===== src/rtl/slot_ptr_bank.sv =====
// slot_ptr_bank: NCH auto-stepping SRAM pointers in DEVSEL space, slot ROM gating and bus drive control.
// Optional build macro CARRY_FIXUP_EN: a low-first pointer byte write can schedule the carry into the next byte.
module slot_ptr_bank #(
    parameter int AW  = 24,
    parameter int NCH = 2,
    parameter int RAW = 20
) (
    input  logic           C7M,
    input  logic           nRES,
    input  logic           PHI1,
    input  logic [10:0]    A,
    input  logic           nWE,
    input  logic           nDEVSEL,
    input  logic           nIOSEL,
    input  logic           nIOSTRB,
    input  logic [7:0]     Din,
    input  logic [7:0]     RDin,
    output logic [7:0]     Dout,
    output logic           DOE,
    output logic [7:0]     RDout,
    output logic           RDOE,
    output logic [RAW-1:0] RA,
    output logic           RAMCS,
    output logic           nROMCS
);
    localparam int NB = AW / 8;
    localparam int CW = 2 * NCH;
    localparam logic [2:0] BYTE_MASK = (NB == 1) ? 3'b001 : (NB == 2) ? 3'b011 : 3'b111;

    logic [1:0]             phi1_q, phi1_d;
    logic [2:0]             s_q, s_d;
    logic                   csdben_q, csdben_d;
    logic                   regen_q, regen_d;
    logic                   ioromen_q, ioromen_d;
    logic                   bank_q, bank_d;
    logic [1:0]             act_q, act_d;
    logic [CW-1:0]          ctrl_q, ctrl_d;
    logic [NCH-1:0][AW-1:0] ptr_q, ptr_d;
    // Per channel pending step flags, bit k steps pointer byte k: {IncH, IncM, IncL}
    logic [NCH-1:0][2:0]    step_q, step_d;

    logic [1:0]     ch, bsel;
    logic           dev_sel, dport_sel, rom_sel;
    logic [7:0]     reg_rd;
    logic [RAW-1:0] ra_mux;

    assign ch        = A[3:2];
    assign bsel      = A[1:0];
    assign dev_sel   = ~nDEVSEL & regen_q;
    assign dport_sel = dev_sel && (bsel == 2'd3) && (int'(ch) < NCH);
    assign rom_sel   = ~nIOSEL | (~nIOSTRB & ioromen_q);

    always_comb begin
        logic [1:0] mode;
        logic [7:0] byte_old;
        mode      = 2'b00;
        byte_old  = 8'h00;
        phi1_d    = {phi1_q[0], PHI1};
        csdben_d  = s_q[2];
        regen_d   = regen_q | ((s_q == 3'd5) & ~nIOSEL);
        ioromen_d = ioromen_q;
        bank_d    = bank_q;
        act_d     = act_q;
        ctrl_d    = ctrl_q;
        ptr_d     = ptr_q;
        step_d    = step_q;

        if (!phi1_q[1] && phi1_q[0])
            s_d = 3'd1;
        else if (s_q == 3'd0 || s_q == 3'd7)
            s_d = s_q;
        else
            s_d = s_q + 3'd1;

        if (s_q == 3'd5 && !nIOSEL)
            ioromen_d = 1'b1;
        if (!nIOSTRB && A == 11'h7FF)
            ioromen_d = 1'b0;

        // Byte k steps on phase S(k+1); the mode is read at that moment, not when scheduled
        for (int c = 0; c < NCH; c++) begin
            mode = ctrl_q[2*c +: 2];
            for (int k = 0; k < NB; k++) begin
                if (int'(s_q) == k + 1 && step_q[c][k]) begin
                    step_d[c][k] = 1'b0;
                    if (!mode[1]) begin
                        byte_old = ptr_q[c][8*k +: 8];
                        ptr_d[c][8*k +: 8] = mode[0] ? byte_old - 8'd1 : byte_old + 8'd1;
                        if (byte_old == (mode[0] ? 8'h00 : 8'hFF))
                            step_d[c] = step_d[c] | ((3'b001 << (k + 1)) & BYTE_MASK);
                    end
                end
            end
        end

        if (s_q == 3'd6 && dev_sel) begin
            for (int c = 0; c < NCH; c++) begin
                if (ch == 2'(c)) begin
                    mode = ctrl_q[2*c +: 2];
                    if (bsel == 2'd3) begin
                        act_d = 2'(c);
                        if (!mode[1])
                            step_d[c][0] = 1'b1;
                    end else if (!nWE) begin
                        for (int k = 0; k < NB; k++) begin
                            if (bsel == 2'(k)) begin
                                byte_old = ptr_q[c][8*k +: 8];
                                ptr_d[c][8*k +: 8] = Din;
                                step_d[c][2:1] = 2'b00;
`ifdef CARRY_FIXUP_EN
                                if (!mode[1] && (mode[0] ? (!byte_old[7] && Din[7])
                                                         : (byte_old[7] && !Din[7])))
                                    step_d[c] = step_d[c] | ((3'b001 << (k + 1)) & BYTE_MASK);
`endif
                            end
                        end
                    end
                end
            end
            if (!nWE && A[3:0] == 4'hC)
                ctrl_d = Din[CW-1:0];
            if (!nWE && A[3:0] == 4'hF)
                bank_d = Din[0];
        end
    end

    always_ff @(posedge C7M or negedge nRES) begin
        if (!nRES) begin
            phi1_q    <= '0;
            s_q       <= '0;
            csdben_q  <= 1'b0;
            regen_q   <= 1'b0;
            ioromen_q <= 1'b0;
            bank_q    <= 1'b0;
            act_q     <= '0;
            ctrl_q    <= '0;
            ptr_q     <= '0;
            step_q    <= '0;
        end else begin
            phi1_q    <= phi1_d;
            s_q       <= s_d;
            csdben_q  <= csdben_d;
            regen_q   <= regen_d;
            ioromen_q <= ioromen_d;
            bank_q    <= bank_d;
            act_q     <= act_d;
            ctrl_q    <= ctrl_d;
            ptr_q     <= ptr_d;
            step_q    <= step_d;
        end
    end

    always_comb begin
        reg_rd = 8'h00;
        if (regen_q) begin
            for (int c = 0; c < NCH; c++)
                for (int k = 0; k < NB; k++)
                    if (ch == 2'(c) && bsel == 2'(k))
                        reg_rd = ptr_q[c][8*k +: 8];
            if (A[3:0] == 4'hC)
                reg_rd = 8'(ctrl_q);
        end
    end

    // Slot ROM cycles address by {Bank, A}; otherwise the active channel's pointer drives RA
    always_comb begin
        ra_mux = '0;
        if (!nIOSEL || !nIOSTRB)
            ra_mux = RAW'({bank_q, A});
        else
            for (int c = 0; c < NCH; c++)
                if (act_q == 2'(c))
                    ra_mux = ptr_q[c][RAW-1:0];
    end

    assign RA     = nRES ? ra_mux : '0;
    assign RAMCS  = csdben_q & dport_sel;
    assign nROMCS = ~(csdben_q & rom_sel);
    assign RDOE   = csdben_q & ~nWE;
    assign RDout  = Din;
    assign DOE    = csdben_q & nWE & (dev_sel | rom_sel);
    assign Dout   = (dport_sel | rom_sel) ? RDin : reg_rd;
endmodule

===== config.mk =====
export PLATFORM = sky130hd
export DESIGN_NAME = slot_ptr_bank
export DESIGN_NICKNAME = d
export VERILOG_FILES = /design/src/rtl/slot_ptr_bank.sv
export SDC_FILE = /design/constraint.sdc
export NUM_CORES = 1
export LEC_CHECK = 0
export CORE_UTILIZATION = 52
export DETAILED_ROUTE_END_ITERATION = 8
export PLACE_DENSITY = 0.86
export SYNTH_ARGS = -nofsm -noshare
export SYNTH_HDL_FRONTEND = slang
export SYNTH_SLANG_ARGS = --single-unit

===== constraint.sdc =====
create_clock -name C7M -period 2.8 [get_ports C7M]
set_clock_uncertainty 0.05 [all_clocks]
set_input_delay 0.56 -clock C7M [delete_from_list [all_inputs] [get_ports C7M]]
set_output_delay 0.56 -clock C7M [all_outputs]
set_load 0.05 [all_outputs]

## Word level (Yosys, flattened, before mapping)

Cells that the tools add are included.

- Bits in registers: 69
- Bits in latches: 0
- RAM bits: 0
- Word-level logic and storage cells: 180
- Memory bits (read-only): 0
- Bits of input ports: 34
- Memories: 0
- Output and inout bits: 40

- Magnitude comparators: 1
- Add/sub/neg operators: 13
- Equality and inequality tests: 19
- Shift-type cells: 0
- Bitwise logic cells: 17
- Multipliers: 0
- Divide/modulo/power cells: 0
- Reductions and logical operators: 33
- Mux-type cells: 85

Operators by type and width:

| kind | count |
|---|---|
| 8-bit 2-to-1 mux | 35 |
| 24-bit 2-to-1 mux | 6 |
| 20-bit 2-to-1 mux | 4 |
| 8-bit by 1-bit adder with 8-bit output (second input constant) | 6 |
| 48-bit 2-to-1 mux | 1 |
| 8-bit by 1-bit subtractor with 8-bit output (second input constant) | 6 |
| 2-bit 2-to-1 mux | 20 |
| 3-bit 2-to-1 mux | 12 |
| 8-bit equality test | 4 |
| 1-bit logical AND | 20 |
| 3-bit equality test (second input constant) | 5 |
| 11-bit equality test (second input constant) | 1 |
| 1-bit AND | 8 |
| 4-bit equality test (second input constant) | 2 |
| 2-bit by 1-bit equality test with 1-bit output (second input constant) | 3 |
| 2-bit zero test | 3 |
| 1-bit 2-to-1 mux | 6 |
| 6-bit 2-to-1 mux | 1 |
| 1-bit NOT | 5 |
| 2-bit equality test (second input constant) | 2 |
| 1-bit zero test | 4 |
| 1-bit bitwise OR | 4 |
| 2-bit AND reduction | 2 |
| 3-bit by 1-bit adder with 3-bit output (second input constant) | 1 |
| other kinds (6) | 7 |

## Longest topological paths before layout

- Depth in word-level cells: 16
- Depth in mapped cells: 9
- Mapped depth without buffers: 8

## Worst setup path after synthesis

OpenSTA, ideal clock, no wires.

- Kind: input to output
- From: input A[1]
- To: output Dout[0]
- Data required time: 2.190 ns
- Data arrival time: 2.633 ns
- Setup slack: -0.443 ns
- Path buffers: 2
- Stages on the path: 6
- Cells stage by stage: buf_4 > nand2_1 > nor3b_1 > or2_1 > buf_2 > o31ai_1

- Word-level cells in the longest chain between the ends: 11
- Elaborated cells between the ends (all ways): 23
- Those cells by class: eq/ne: 4; mux: 9; bitwise: 1; reduce/logical: 9

Ends and longest elaborated chain:

| item | RTL line | RTL |
|---|---|---|
| start, declared | 11 | `input logic [10:0] A,` |
| 2-bit zero test | 158 | `if (ch == 2'(c) && bsel == 2'(k))` |
| 1-bit logical AND | 158 |  |
| 8-bit 2-to-1 mux (6 in series) | 158 |  |
| 8-bit 2-to-1 mux | 160 | `if (A[3:0] == 4'hC)` |
| 8-bit 2-to-1 mux | 155 | `if (regen_q) begin` |
| 8-bit 2-to-1 mux (*) | 182 | `assign Dout = (dport_sel \| rom_sel) ? RDin : reg_rd;` |
| end, declared | 18 | `output logic [7:0] Dout,` |

Every way passes the cells marked *; elsewhere a longest branch is shown, timed or not.

## Final worst setup path

- From: input A[1]
- To: output Dout[3]

Same word-level chain as after synthesis.

==> results.py <==
metrics = {
    "status": {
        "status": "complete, but fails checks",
        "violations": "negative setup slack",
    },
    "sta": {
        "setup_slack_ns": -0.000263,
        "fin_crit_ns": 2.80,
        "setup_tns_ns": -0.000263,
        "fin_hold_ws_ns": 0.0588,
        "min_period_over_period_pct": 100,
        "hold_violations": 0,
        "rsz0062_at_grt": "yes",
        "finalMaxSlewViolations": 0,
        "maxSlewHeadroom_pct": 63.0,
        "worst_slew_pin_slew_ns": 0.550,
        "setup_viol": 1,
        "fmax_mhz": 357,
    },
    "placement": {
        "dp_hpwl_um": 16100,
        "io_buffers": 73,
        "gp_congestion": 0.977,
        "placed_area_mm2": 0.00773,
        "dp.cells": 1006,
    },
    "cts": {
        "clk_path_buf_depth": 2,
        "cts_sinks": 69,
        "cts_buffers": 9,
        "insertion_delay_ns": 0.34,
        "postCtsHoldBufs": 0,
        "root_buffer": "clkbuf_16",
        "cts_tree": "yes",
        "h-tree-depth": 3,
        "clk_pin_slew_ns": 0.06,
    },
    "worst_setup_path": {
        "r2r_end": "ptr_q[7]",
        "worst_path_largest_cell_delay_ns": 0.28,
        "rrSetupSlack_ns": 0.33,
        "ff2ff_path_depth": 8,
        "crit_end": "Dout[3]",
        "r2r_start": "ctrl_q[0]",
        "worstSetupStartpoint": "A[1]",
        "worstPathCellList": "clkdlybuf4s15_2, bufbuf_16, nand2b_1, o32a_1, o21ai_1, o211ai_1, o21ai_1, buf_4, buf_12",
        "critical_path_depth": 9,
        "path_delay_family": "buffers and inverters",
        "crit_path_top_delay_cell": "bufbuf_16",
        "end_kind": "primary output",
        "critPathBufInv": 4,
        "start_kind": "primary input",
        "critPathArrivalTime_ns": 2.19,
        "path_max_fanout": 8,
        "crit_top_cell": "o21ai_1",
        "path_class": "in2out",
        "critPathRequiredTime_ns": 2.19,
    },
    "detailed_routing": {
        "drt-initial-drc-count": 745,
        "dr_total_vias": 6507,
        "wl_per_cell_um": 21.0,
        "route.antenna.remaining_nets": 0,
        "drt_pass1_iterations": 8,
        "via_per_inst": 6.34,
        "drc_errors": 0,
        "finalWirelength_um": 21600,
    },
    "synth": {
        "seq_area_frac_synth_pct": 28.1,
        "synth_cells": 764,
        "synth-async-reset-ratio_pct": 100,
        "synth_top_flop_cell": "dfrtp_1",
        "synth_enable_flop_cells": 0,
        "synth_area_mm2": 0.00615,
        "synth.avg_cell_area_um2": 8.05,
        "yosysWarnings": 0,
        "syn-num-nets": 845,
        "yosys.cell_types.count": 64,
        "synth_seq_cells": 69,
    },
    "global_routing": {
        "grt_max_degree": 38,
        "antenna_found_initial": 0,
        "grt_pass1_wl_um": 33800,
        "grt_usage_pct": 35.6,
        "overflow": 0,
        "grt_pass1_vias": 6324,
    },
    "pwr": {
        "leakage_nw": 3.55,
        "p_total_w": 0.00437,
        "ir_worst_vdd_v": 0.000539,
        "powerDensity_mw_per_mm2": 531,
    },
    "floorplanning": {
        "start_util_pct": 53.6,
        "fp.dieArea_mm2": 0.0123,
        "rows": 39,
        "num_io_pins": 74,
        "fp.dieW_um": 111,
        "die_y_um": 111,
        "core_region_area_mm2": 0.0115,
    },
    "min_path": {
        "hp-class": "in2async",
    },
    "finish": {
        "area_delta_synth_final_pct": 33.8,
        "final_area_mm2": 0.00822,
        "fin_cells": 1026,
        "insertedDiodeCount": 0,
        "nNetsFinal": 959,
        "layout-drive-gt1-share_pct": 18.6,
    },
    "run": {
        "drv_cap": 0,
    },
}
[worst register-to-register path: stages (launching register included)]
cell and delay (ns):
dfrtp_1 0.37, buf_4 0.21, ha_1 0.37, and3_1 0.23
a221oi_1 0.37, o21ai_1 0.17, xnor2_1 0.15, or3_1 0.30
a31oi_1 0.17
[flip-flops by register name, indices dropped and copies added (netlist names), named ones only]
signal / cells
ptr_q: 48
step_q: 6
ctrl_q: 4
s_q: 3
phi1_q: 2
bank_q: 1
csdben_q: 1
ioromen_q: 1
regen_q: 1
[worst min path at each step]
stage	startpoint	slack, ns	endpoint
final	nRES	0.06	s_q[2]
after global routing	nRES	0.07	phi1_q[0]
after CTS	nRES	0.06	ptr_q[9]
after detailed placement	phi1_q[0]	0.31	phi1_q[1]
after global placement	phi1_q[0]	0.31	phi1_q[1]
after floorplan	nRES	0.21	async pin
[cells in the mapped netlist (all sizes together), types with 3 or more instances]
| cell type | number | area (um^2) |
|---|---|---|
| o211ai | 3 | 22.5 |
| a21oi | 58 | 294 |
| a31oi | 15 | 100 |
| xnor2 | 19 | 166 |
| a221oi | 5 | 43.8 |
| nor3b | 4 | 30.0 |
| o22ai | 6 | 37.5 |
| o311ai | 3 | 26.3 |
| a21o | 11 | 82.6 |
| mux2 | 11 | 124 |
| and3 | 11 | 68.8 |
| nor3 | 16 | 85.1 |
| nand4 | 5 | 31.3 |
| or3 | 9 | 56.3 |
| fa | 6 | 120 |
| o21ai | 68 | 344 |
| mux2i | 28 | 280 |
| nand2b | 21 | 131 |
| clkbuf | 19 | 72.6 |
| a22oi | 15 | 113 |
| a22o | 11 | 96.3 |
| nor2 | 74 | 280 |
| a211oi | 5 | 37.5 |
| nand3 | 14 | 70.1 |
| dfrtp | 69 | 1730 |
| ha | 41 | 513 |
| inv | 33 | 124 |
| nor2b | 37 | 231 |
| o21a | 4 | 30.0 |
| nand2 | 73 | 274 |
| nand4b | 4 | 41.3 |
| nor4 | 4 | 25.0 |
| or2 | 4 | 25.0 |
| xor2 | 10 | 87.6 |
| buf | 22 | 131 |
| o22a | 4 | 35.0 |
[per-layer routing]
layer | global-route usage (%) | up-vias | share of wire [%]
met3 | 9.40 | 84 | 11
met2 | 57.7 | 422 | 46
met5 | 0 | - | 0
met4 | 18.8 | 0 | 4.6
met1 | 43.2 | 3021 | 38
li1 | - | 2980 | -
[through the flow]
step	util, %	worst slack (ns)
floorplan	-	-0.334
global placement	67.4	-0.229
detailed placement	67.4	-0.224
CTS	71.5	0.0212
global route	71.7	-0.0228
finish	71.7	-0.000263
[cell families (layout without fill, tap and decap cells)]
family | Yosys count | count (layout) | synth area share (%)
simple gates | 281 | 281 | 22.6
buf+inv | 75 | 194 | 5.39
mux | 39 | 39 | 6.57
xor+xnor | 29 | 29 | 4.13
compound gates | 224 | 224 | 22.9
fa+ha+maj | 47 | 47 | 10.3
flops | 69 | 69 | 28.1
[final cells by class]
cell class | count | area (um^2)
Clock inverter | 6 | 134
Inverter | 34 | 128
Multi-Input combinational cell | 620 | 4150
Tap cell | 143 | 179
Sequential cell | 69 | 1730
Timing Repair Buffer | 144 | 1660
Fill cell | 820 | 3240
Clock buffer | 10 | 239
[where the power goes]
group	internal [W]	switching [W]	total, W	leakage (nW)
logic	0.000750	0.000937	0.00169	2.65
clock network	0.000985	0.000458	0.00144	0.183
registers	0.00108	0.000152	0.00124	0.721
total	0.00282	0.00155	0.00437	3.55
[layout by cell type, fill, tap and decap left out, types with 9 or more instances in the layout]
| master | Yosys | layout |
|---|---|---|
| a21o_1 | 11 | 11 |
| a21oi_1 | 57 | 56 |
| a22o_1 | 11 | 11 |
| a22oi_1 | 15 | 15 |
| a31oi_1 | 14 | 14 |
| and3_1 | 11 | 11 |
| buf_12 | 0 | 37 |
| buf_4 | 9 | 70 |
| clkbuf_16 | 0 | 9 |
| clkdlybuf4s50_1 | 0 | 28 |
| dfrtp_1 | 69 | 68 |
| ha_1 | 41 | 41 |
| inv_1 | 32 | 32 |
| mux2_2 | 11 | 11 |
| mux2i_1 | 28 | 27 |
| nand2_1 | 73 | 73 |
| nand2b_1 | 21 | 21 |
| nand3_1 | 14 | 13 |
| nor2_1 | 73 | 72 |
| nor2b_1 | 37 | 36 |
| nor3_1 | 15 | 15 |
| o21ai_0 | 63 | 54 |
| o21ai_1 | 4 | 11 |
| or3_1 | 9 | 9 |
| xnor2_1 | 19 | 19 |
| xor2_1 | 10 | 10 |
[what timing repair did]
item | in CTS | in global routing
buffers inserted | 3 | 0
pin swaps | 4 | 2
hold endpoints to repair | 0 | 0
setup endpoints to repair | 9 | 4
gates resized for setup | 25 | 9
cloned | 1 | 0
Note: power is estimated with default switching activity, not from simulation.
